<file path="src/rtl/rr_arbiter_16.sv">
// 16-requester round-robin arbiter with a registered 4-bit grant index and a valid/ready handshake.
// A grant stays stable until accepted; the priority pointer moves just past each accepted grant.
module rr_arbiter_16 #(
  parameter logic [3:0] RESET_PTR = 4'd0
) (
  input  logic        clk,
  input  logic        rst_n,
  input  logic [15:0] req,
  input  logic        out_ready,
  output logic        grant_valid,
  output logic [3:0]  grant_idx,
  output logic        busy
);

  typedef enum logic [1:0] {
    IDLE  = 2'b01,
    GRANT = 2'b10
  } state_t;

  state_t      r_state;
  logic [3:0]  r_ptr;
  logic [3:0]  r_idx;
  logic        r_valid;
  logic        r_busy;
  logic [3:0]  w_next_ptr;
  logic        w_handshake;

  // First set bit of r, searching upward from p with mod-16 wrap.
  function automatic logic [3:0] sel(input logic [3:0] p, input logic [15:0] r);
    logic [3:0] s;
    logic [3:0] w;
    logic       found;
    s     = p;
    found = 1'b0;
    for (int unsigned i = 0; i < 16; i++) begin
      w = p + 4'(i);
      if (!found && r[w]) begin
        found = 1'b1;
        s     = w;
      end
    end
    return s;
  endfunction

  assign w_next_ptr  = r_idx + 4'd1;
  assign w_handshake = r_valid & out_ready;

  always_ff @(posedge clk or negedge rst_n) begin
    if (!rst_n) begin
      r_state <= IDLE;
      r_ptr   <= RESET_PTR;
      r_idx   <= '0;
      r_valid <= 1'b0;
      r_busy  <= 1'b0;
    end else begin
      case (r_state)
        IDLE: begin
          if (req != '0) begin
            r_idx   <= sel(r_ptr, req);
            r_valid <= 1'b1;
            r_busy  <= 1'b1;
            r_state <= GRANT;
          end
        end
        GRANT: begin
          if (w_handshake) begin
            r_ptr <= w_next_ptr;
            if (req != '0) begin
              r_idx <= sel(w_next_ptr, req);
            end else begin
              r_valid <= 1'b0;
              r_busy  <= 1'b0;
              r_state <= IDLE;
            end
          end
        end
        default: begin
          r_valid <= 1'b0;
          r_busy  <= 1'b0;
          r_state <= IDLE;
        end
      endcase
    end
  end

  assign grant_valid = r_valid;
  assign grant_idx   = r_idx;
  assign busy        = r_busy;

endmodule

</file>
<file path="config.mk">
export PLATFORM = sky130hd
export DESIGN_NAME = rr_arbiter_16
export DESIGN_NICKNAME = d
export VERILOG_FILES = /design/src/rtl/rr_arbiter_16.sv
export SDC_FILE = /design/constraint.sdc
export NUM_CORES = 1
export LEC_CHECK = 0
export CAP_MARGIN = 20
export CELL_PAD_IN_SITES_DETAIL_PLACEMENT = 1
export CELL_PAD_IN_SITES_GLOBAL_PLACEMENT = 2
export CORE_UTILIZATION = 41
export CTS_BUF_LIST = sky130_fd_sc_hd__clkbuf_8
export CTS_CLUSTER_DIAMETER = 60
export DETAILED_ROUTE_END_ITERATION = 7
export PLACE_DENSITY_LB_ADDON = 0.1
export SYNTH_ARGS = -nofsm -noshare
export SYNTH_HDL_FRONTEND = slang
export SYNTH_SLANG_ARGS = --single-unit
</file>
<file path="constraint.sdc">
create_clock -name clk -period 8.6 [get_ports clk]
set_clock_uncertainty 0.1 [all_clocks]
set_input_delay 1.72 -clock clk [delete_from_list [all_inputs] [get_ports clk]]
set_output_delay 1.72 -clock clk [all_outputs]
set_load 0.01 [all_outputs]
</file>
==> results.sh, run 1 <==
export IMPL_finalCritPeriodShare=0.745
export IMPL_synth_ff_type="dfrtp_1"
export IMPL_startpoint_type="flop"
export IMPL_critical_path_most_common_cell="buf_4"
export IMPL_grt_use_total=0.312
export IMPL_yosysWarnings=0
export IMPL_critPathKind="flop to flop"
export IMPL_status="finished, violations left"
export IMPL_diodes=0
export IMPL_drv_slew=0
export IMPL_post_drt_wl_per_cell_um=24.8
export IMPL_grt_pass1_wl_um=31200
export IMPL_post_dp_hpwl_um=14900
export IMPL_vias=5464
export IMPL_ys_ff_latch=10
export IMPL_yosysSeqAreaShare=0.0504
export IMPL_nets=662
export IMPL_hold_buffers=0
export IMPL_die_y_um=112
export IMPL_syn_area_per_cell_um2=7.80
export IMPL_yosysTopAreaCellShare=0.158
export IMPL_syn_to_final_growth_pct=6.49
export IMPL_r2r_end="grant_idx[1]"
export IMPL_crit_path_max_incr_delay_ns=0.92
export IMPL_fin_crit_ns=6.40
export IMPL_insertion_delay_ns=0.23
export IMPL_crit_slowest_cell="ha_1"
export IMPL_r2r_slack_ns=2.20
export IMPL_netlist_area_um2=4990
export IMPL_synth_edf_count=0
export IMPL_dieArea_um2=12600
export IMPL_reg2reg_from="grant_idx[0]"
export IMPL_worst_slack_ns=2.20
export IMPL_synthDistinctLibCells=82
export IMPL_drc=3
export IMPL_path_buf_inv=3
export IMPL_hold_class="flop to flop"
export IMPL_critical_path_arrival_ns=6.40
export IMPL_hold_end="r_ptr[3]"
export IMPL_layout_drive_gt1_share=0.136
export IMPL_start_util=0.428
export IMPL_rsz0062_at_grt="no"
export IMPL_fin_tns_setup_ns=0
export IMPL_place_gp_congestion=0.929
export IMPL_crit_chain="buf_4 -> inv_1 -> ha_1 -> buf_4 -> nand3b_1 -> a21oi_1 -> or4_1 -> and2_1 -> a21o_1 -> or4b_1 -> nor3_2 -> nand3_1 -> o21ai_0 -> o221ai_1 -> o2bb2ai_1"
export IMPL_crit_family="simple AND/OR/NAND/NOR gates"
export IMPL_ys_top_cells_by_count="nand2_1 (74), nor2_1 (44), o21ai_0 (42), a21oi_1 (41)"
export IMPL_finalSetupViolations=0
export IMPL_postSynthCellCount=640
export IMPL_yosysTopAreaCell="mux4_2"
export IMPL_timing_fmax_mhz=156
export IMPL_fp_row_count=39
export IMPL_die_w_um=112
export IMPL_cts_tree="done"
export IMPL_cts_htree_levels=1
export IMPL_cap_viol_max_count=0
export IMPL_path_clk_slew_ns=0.05
export IMPL_end_kind="flop"
export IMPL_required_ns=8.60
export IMPL_cts_root_buf="clkbuf_8"
export IMPL_cts_made_buffers=3
export IMPL_dp_slack_ns=2.18
export IMPL_dr_pass1_iters=8
export IMPL_antenna_left=0
export IMPL_hold_depth=3
export IMPL_clock_tree_buffer_depth=2
export IMPL_max_slew_margin=0.324
export IMPL_drt_initial_drc_count=478
export IMPL_syn_nets=668
export IMPL_synth_area_leaders="mux4_2 (16%), mux2i_1 (7.0%), mux2_2 (5.6%)"
export IMPL_violations="DRC"
export IMPL_synth_most_common_cell="nand2_1"
export IMPL_antenna_found_initial=0
export IMPL_cts_resized=0
export IMPL_async_flop_share=1.00
export IMPL_rr_worst_depth=15
export IMPL_viasPerCell=7.04
export IMPL_hold_start="r_ptr[3]"
export IMPL_worstPathMaxFanout=39
export IMPL_grt_max_degree=40
export IMPL_grt_ovfl_total=0
export IMPL_cts_sinks=10
export IMPL_grt_pass1_vias=5333
export IMPL_hold_violations=0
export IMPL_core_um2=11700
export IMPL_port_buffers=24
export IMPL_cts_setup_buffers=0
export IMPL_tightest_slew_ns=1.01
export IMPL_finalWirelength_um=19300
export IMPL_io_pins=25
==> per-stage QoR <==
step	util	hold slack [ns]	cell area, µm²	cells
2_1_floorplan	-	0.635	4990	640
3_3_place_gp	0.452	0.670	5270	772
3_5_place_dp	0.452	0.682	5270	772
4_1_cts	0.456	0.694	5310	776
5_1_grt	0.456	0.743	5310	776
6_report	0.456	0.691	5310	776
==> logic make-up (layout without fill, tap and decap cells) <==
| family | after synthesis | after routing | synth area share |
|---|---|---|---|
| adders and majority gates | 9 | 9 | 0.0226 |
| muxes | 105 | 105 | 0.331 |
| AOI/OAI and AO/OA | 205 | 205 | 0.273 |
| DFF | 10 | 10 | 0.0504 |
| and+or+nand+nor | 219 | 219 | 0.224 |
| buffers and inverters | 74 | 67 | 0.0649 |
| xor gates and xnor gates | 18 | 18 | 0.0346 |
==> tightest hold or removal path, delay by kind of cell (launching register included) <==
| family | cells | cell delay (ns) |
|---|---|---|
| buffers and inverters | 1 | 0.23 |
| AND/OR/NAND/NOR | 1 | 0.08 |
| flip-flops | 1 | 0.36 |
| AO/OA/AOI/OAI | 1 | 0.07 |
==> sequential cells by signal (all words and copies together), names as in the netlist <==
register and count:
r_state 2, r_ptr 4, grant_idx 4
==> metal layers <==
metal	wire length, µm	global-route usage
met1	9200	0.480
met4	193	0.0489
met2	8440	0.475
met5	0	0
met3	1440	0.0340
==> area by class of cell <==
type	count	area (µm²)
well taps	143	179
clock inverters	1	3.75
inverters	29	109
fillers	1431	6350
multi-input cells	556	4410
repair buffers	34	315
flip-flops and latches	10	251
clock buffers	3	41.3
==> worst max-delay path by stage <==
stage,to,depth (start not counted),slack (ns),startpoint
finish,grant_idx[1],15,2.20,grant_idx[0]
global route,grant_idx[1],15,1.83,grant_idx[0]
CTS,grant_idx[1],15,2.28,grant_idx[0]
detailed placement,grant_idx[1],11,2.18,req[3]
global placement,grant_idx[1],11,2.52,req[4]
floorplan,grant_idx[0],12,3.51,req[7]
==> cell usage in the layout (no fill, tap or decap), types with 4 or more instances in the layout <==
master | Yosys | routed
o2111ai_1 | 5 | 5
ha_1 | 9 | 9
o22ai_1 | 8 | 8
dfrtp_1 | 9 | 9
a21oi_1 | 41 | 41
nand2b_1 | 13 | 13
xnor2_1 | 13 | 13
o21ai_0 | 42 | 42
nand2_1 | 74 | 74
a21boi_0 | 5 | 5
nor3b_1 | 4 | 4
a211oi_1 | 8 | 8
nor2_1 | 44 | 44
nor4_1 | 9 | 9
o21ai_1 | 6 | 6
buf_4 | 3 | 10
nor3_1 | 6 | 6
or3_1 | 5 | 5
mux4_2 | 35 | 35
o31ai_1 | 7 | 7
o211ai_1 | 6 | 6
nand3b_1 | 4 | 4
a21o_1 | 8 | 8
o221ai_1 | 4 | 4
a311oi_1 | 4 | 4
a31oi_1 | 13 | 13
nor2b_1 | 5 | 5
a211o_1 | 5 | 5
clkdlybuf4s50_1 | 0 | 24
inv_1 | 26 | 27
nand3_1 | 18 | 18
mux4_1 | 8 | 8
and2_1 | 6 | 6
o21a_1 | 8 | 8
mux2i_1 | 35 | 35
mux2_2 | 25 | 25
and3_1 | 6 | 6
Power of run 1 is left out: the tool's default activity adds up to more than one toggle a clock period on the data nets, which glitch-free logic cannot reach.
==> inputs of run 2 (changes only) <==
--- a/config.mk
+++ b/config.mk
@@ -8,7 +8,7 @@
 export CAP_MARGIN = 20
 export CELL_PAD_IN_SITES_DETAIL_PLACEMENT = 1
 export CELL_PAD_IN_SITES_GLOBAL_PLACEMENT = 2
-export CORE_UTILIZATION = 41
+export CORE_UTILIZATION = 38
 export CTS_BUF_LIST = sky130_fd_sc_hd__clkbuf_8
 export CTS_CLUSTER_DIAMETER = 60
 export DETAILED_ROUTE_END_ITERATION = 7
==> constraint.sdc (replaced) <==
create_clock -name clk -period 6.25 [get_ports clk]
set_clock_uncertainty 0.1 [all_clocks]
set_input_delay 1.25 -clock clk [delete_from_list [all_inputs] [get_ports clk]]
set_output_delay 1.25 -clock clk [all_outputs]
set_load 0.01 [all_outputs]
==> run 2 against run 1 <==
Against the previous run:
- the run now ends clean
- sequential share of layout area decreased by 0.074 points
- critical path depth fell by 3
- hold slack lost 0.011 ns
- cell count grew 4.4%
- clock-buffer cell count rose by 1
- critical path type is now primary input to flop
- cell area is 1.6% higher
==> results.sh, run 2 (synthesized netlist as in run 1, its figures left out) <==
export IMPL_worstPathMaxFanout=10
export IMPL_rsz0062_at_grt="no"
export IMPL_mostFrequentLayoutCell="nand2_1"
export IMPL_die_y_um=117
export IMPL_hold_buffers=0
export IMPL_grt_max_degree=38
export IMPL_crit_cells=12
export IMPL_final_util=0.424
export IMPL_drt_initial_drc_count=462
export IMPL_core_um2=12700
export IMPL_hold_class="flop to flop"
export IMPL_vias=5495
export IMPL_end_kind="flop"
export IMPL_grt_pass1_wl_um=30300
export IMPL_diodes=0
export IMPL_fp_row_count=41
export IMPL_layout_common_cells="nand2_1 (74), nor2_1 (44), o21ai_0 (42), a21oi_1 (41)"
export IMPL_start_util=0.392
export IMPL_path_clk_slew_ns=0.05
export IMPL_path_buf_inv=1
export IMPL_met3_usage=0.0394
export IMPL_status="complete, no violations"
export IMPL_critical_path_arrival_ns=5.48
export IMPL_cts_htree_levels=1
export IMPL_clock_tree_buffer_depth=2
export IMPL_n_fill_cell=1581
export IMPL_drv_slew=0
export IMPL_finalCritPeriodShare=0.868
export IMPL_cts_root_buf="clkbuf_8"
export IMPL_grt_pass1_vias=5372
export IMPL_antenna_left=0
export IMPL_cts_made_buffers=3
export IMPL_finalSetupViolations=0
export IMPL_port_buffers=24
export IMPL_grt_ovfl_total=0
export IMPL_nets=667
export IMPL_rr_worst_depth=13
export IMPL_max_slew_margin=0.203
export IMPL_cts_resized=0
export IMPL_fin_crit_ns=5.42
export IMPL_fin_tns_setup_ns=0
export IMPL_timing_fmax_mhz=184
export IMPL_place_gp_congestion=0.881
export IMPL_finalWirelength_um=19600
export IMPL_hold_depth=2
export IMPL_crit_family="simple AND/OR/NAND/NOR gates"
export IMPL_crit_chain="clkdlybuf4s50_1 -> mux2_1 -> mux2_2 -> nand2_1 -> mux2i_1 -> a2111oi_0 -> or4b_1 -> nor3_2 -> nor4b_1 -> o21ai_0 -> o211ai_1 -> o2bb2ai_1"
export IMPL_seqCellArea_um2=251
export IMPL_viasPerCell=6.78
export IMPL_post_drt_wl_per_cell_um=24.2
export IMPL_grt_use_total=0.294
export IMPL_syn_to_final_growth_pct=8.17
export IMPL_drc=0
export IMPL_dieArea_um2=13600
export IMPL_met1_usage=0.417
export IMPL_grt_busiest_layer="met2"
export IMPL_hold_violations=0
export IMPL_dr_pass1_iters=5
export IMPL_crit_path_max_incr_delay_ns=0.70
export IMPL_io_pins=25
export IMPL_grtUsageMet2=0.469
export IMPL_insertion_delay_ns=0.24
export IMPL_required_ns=6.31
export IMPL_layout_drive_gt1_share=0.144
export IMPL_startpoint_type="primary input"
export IMPL_cts_setup_buffers=0
export IMPL_crit_slowest_cell="or4b_1"
export IMPL_cap_viol_max_count=0
export IMPL_cts_sinks=10
export IMPL_critPathKind="primary input to flop"
export IMPL_die_w_um=117
export IMPL_antenna_found_initial=0
export IMPL_multi_input_area_um2=4410
export IMPL_cts_tree="done"
export IMPL_tightest_slew_ns=1.20
export IMPL_post_dp_hpwl_um=15500
[run 2: worst paths after layout]
path	from	endpoint	slack, ns
worst min-delay path	r_ptr[2]	r_ptr[2]	0.68
worst max-delay path	req[15]	grant_idx[1]	0.83
min in group asynchronous	rst_n	r_ptr[3]	1.23
worst max register to register	grant_idx[1]	grant_idx[1]	0.91
worst min register to register	r_ptr[2]	r_ptr[2]	0.68
max in group asynchronous	rst_n	r_state[0]	4.48
[run 2: per-layer routing]
layer,up-vias,wire [µm]
li1,2492,-
met1,2772,9140
met2,201,8770
met3,30,1280
met4,0,395
met5,-,0
[run 2: cell type report]
type                    instances  share of cell area
multi-input cells             556               0.818
repair buffers                 39              0.0654
flip-flops and latches         10              0.0466
well taps                     172              0.0399
inverters                      29              0.0202
clock buffers                   4              0.0102
[run 2: metrics by stage]
stage	instances	hold WS (ns)	worst slack [ns]	area (µm²)
CTS	810	0.693	0.881	5400
finish	810	0.680	0.826	5400
global placement	806	0.641	0.675	5340
floorplan	640	0.635	1.23	4990
global route	810	0.732	0.648	5400
detailed placement	806	0.676	0.649	5340
[run 2: worst register-to-register path, stage by stage (launching register included)]
cell and delay (ns):
dfrtp_1 0.66, ha_1 0.57, buf_4 0.31, inv_1 0.31
mux2_2 0.41, nand2_1 0.10, mux2i_1 0.11, a2111oi_0 0.69
or4b_1 0.70, nor3_2 0.49, nor4b_1 0.38, o21ai_0 0.15
o211ai_1 0.14, o2bb2ai_1 0.15
Power of run 2 is left out for the same reason.
==> inputs of run 3 (changes only) <==
--- a/config.mk
+++ b/config.mk
@@ -8,6 +8,7 @@
 export CAP_MARGIN = 20
 export CELL_PAD_IN_SITES_DETAIL_PLACEMENT = 1
 export CELL_PAD_IN_SITES_GLOBAL_PLACEMENT = 2
+export CORE_ASPECT_RATIO = 1.75
 export CORE_UTILIZATION = 38
 export CTS_BUF_LIST = sky130_fd_sc_hd__clkbuf_8
 export CTS_CLUSTER_DIAMETER = 60
==> run 3 against run 2 <==
Against the previous run:
- clock-buffer cell count is 1 lower
- sequential share of layout area about the same
- sequential cell count is the same
- critical path depth rose by 3
- wire length up 13%
- core utilization fell by 0.16 points
- non-clock buffer count rose by 7
- via count rose by 2.1%
- die area grew 0.13%
- setup slack worse by 0.0014 ns
- hold slack improved by 0.037 ns
- maximum frequency about the same
- critical endpoint unchanged
- highest routed layer unchanged
==> results.sh, run 3 (synthesized netlist as in run 1, its figures left out) <==
export IMPL_fin_tns_setup_ns=0
export IMPL_critical_path_most_common_cell="buf_4"
export IMPL_post_dp_hpwl_um=17300
export IMPL_path_clk_slew_ns=0.05
export IMPL_viasPerCell=6.87
export IMPL_final_util=0.423
export IMPL_r2r_end="grant_idx[1]"
export IMPL_post_drt_wl_per_cell_um=27.2
export IMPL_clock_tree_buffer_depth=2
export IMPL_io_pins=25
export IMPL_status="complete, no violations"
export IMPL_hold_violations=0
export IMPL_dieArea_um2=13600
export IMPL_wirelength_met1_um=7640
export IMPL_layout_drive_gt1_share=0.152
export IMPL_hold_start="r_state[1]"
export IMPL_dr_max_layer_used="met4"
export IMPL_hold_depth=2
export IMPL_grt_use_total=0.333
export IMPL_dr_pass1_iters=4
export IMPL_critical_path_arrival_ns=5.49
export IMPL_cts_made_buffers=3
export IMPL_end_kind="flop"
export IMPL_dp_slack_ns=0.690
export IMPL_fin_hold_ws_ns=0.717
export IMPL_nets=674
export IMPL_drc=0
export IMPL_rsz0062_at_grt="no"
export IMPL_crit_chain="inv_1 -> ha_1 -> or2_1 -> o31ai_1 -> nor2_2 -> mux2i_1 -> a2111oi_0 -> buf_4 -> or4b_1 -> nor3_2 -> buf_4 -> nor4b_1 -> o21ai_0 -> o211ai_1 -> o2bb2ai_1"
export IMPL_hold_end="r_state[1]"
export IMPL_worst_slack_ns=0.825
export IMPL_start_util=0.388
export IMPL_mostFrequentLayoutCell="nand2_1"
export IMPL_tightest_slew_ns=0.983
export IMPL_insertion_delay_ns=0.24
export IMPL_wl_met2_um=12000
export IMPL_vias=5609
export IMPL_cap_viol_max_count=0
export IMPL_crit_path_max_incr_delay_ns=0.65
export IMPL_cts_tree="done"
export IMPL_grt_max_degree=38
export IMPL_startpoint_type="flop"
export IMPL_syn_to_final_growth_pct=9.00
export IMPL_drt_initial_drc_count=305
export IMPL_antenna_found_initial=0
export IMPL_timing_fmax_mhz=184
export IMPL_diodes=0
export IMPL_antenna_left=0
export IMPL_rr_worst_depth=15
export IMPL_core_um2=12900
export IMPL_layout_common_cells="nand2_1 (74), nor2_1 (44), o21ai_0 (42), a21oi_1 (41)"
export IMPL_finalWirelength_um=22200
export IMPL_port_buffers=24
export IMPL_cts_htree_levels=1
export IMPL_grt_pass1_vias=5857
export IMPL_critPathKind="flop to flop"
export IMPL_cts_root_buf="clkbuf_8"
export IMPL_cts_setup_buffers=0
export IMPL_cts_sinks=10
export IMPL_hold_buffers=0
export IMPL_hold_class="flop to flop"
export IMPL_crit_slowest_cell="o31ai_1"
export IMPL_finalSetupViolations=0
export IMPL_met3_wirelength_um=805
export IMPL_reg2reg_from="grant_idx[0]"
export IMPL_fp_row_count=55
export IMPL_die_w_um=88.6
export IMPL_place_gp_congestion=0.961
export IMPL_fin_crit_ns=5.43
export IMPL_r2r_slack_ns=0.82
export IMPL_required_ns=6.31
export IMPL_cts_resized=0
export IMPL_grt_pass1_wl_um=33700
export IMPL_finalCritPeriodShare=0.868
export IMPL_grt_ovfl_total=0
export IMPL_max_slew_margin=0.345
export IMPL_drv_slew=0
export IMPL_die_y_um=154
export IMPL_worstPathMaxFanout=15
run 3: changes by cell type in the layout (fill, tap and decap cells not counted):
cell / change
buf_4: +7
inv_1: +1
clkbuf_8: -1
run 3: worst max-delay path, delay by kind of cell, from the launching register on:
family | cells | cell delay (ns)
and+or+nand+nor | 5 | 1.89
AOI/OAI and AO/OA | 5 | 1.47
buffers and inverters | 3 | 0.70
adders and majority gates | 1 | 0.55
DFF | 1 | 0.42
muxes | 1 | 0.20
run 3: how the worst max path moves through the flow:
stage / from / to / slack (ns) / depth (start not counted)
2_1_floorplan: r_ptr[1] / grant_idx[0] / 1.23 / 16
4_1_cts: grant_idx[0] / grant_idx[1] / 0.87 / 15
3_3_place_gp: req[11] / grant_idx[0] / 0.85 / 11
6_report: grant_idx[0] / grant_idx[1] / 0.82 / 15
3_5_place_dp: req[3] / grant_idx[0] / 0.69 / 11
5_1_grt: grant_idx[0] / grant_idx[1] / 0.49 / 15
run 3: final cells by class:
class,instances,area (µm²)
Sequential cell,10,251
Tap cell,171,214
Fill cell,1618,7430
Multi-Input combinational cell,556,4410
Clock buffer,3,41.3
Clock inverter,1,3.75
Timing Repair Buffer,46,405
Inverter,29,109
run 3: per-layer routing:
metal,global-route usage,vias to the layer above
met5,0,-
met4,0.225,0
met3,0.0424,77
met2,0.619,172
met1,0.327,2863
li1,-,2497
run 3: per-stage QoR:
step           cell area (µm²)  cells
2_1_floorplan             4990    640
3_3_place_gp              5390    812
3_5_place_dp              5390    812
4_1_cts                   5440    816
5_1_grt                   5440    816
6_report                  5440    816
Power of run 3 is left out for the same reason.
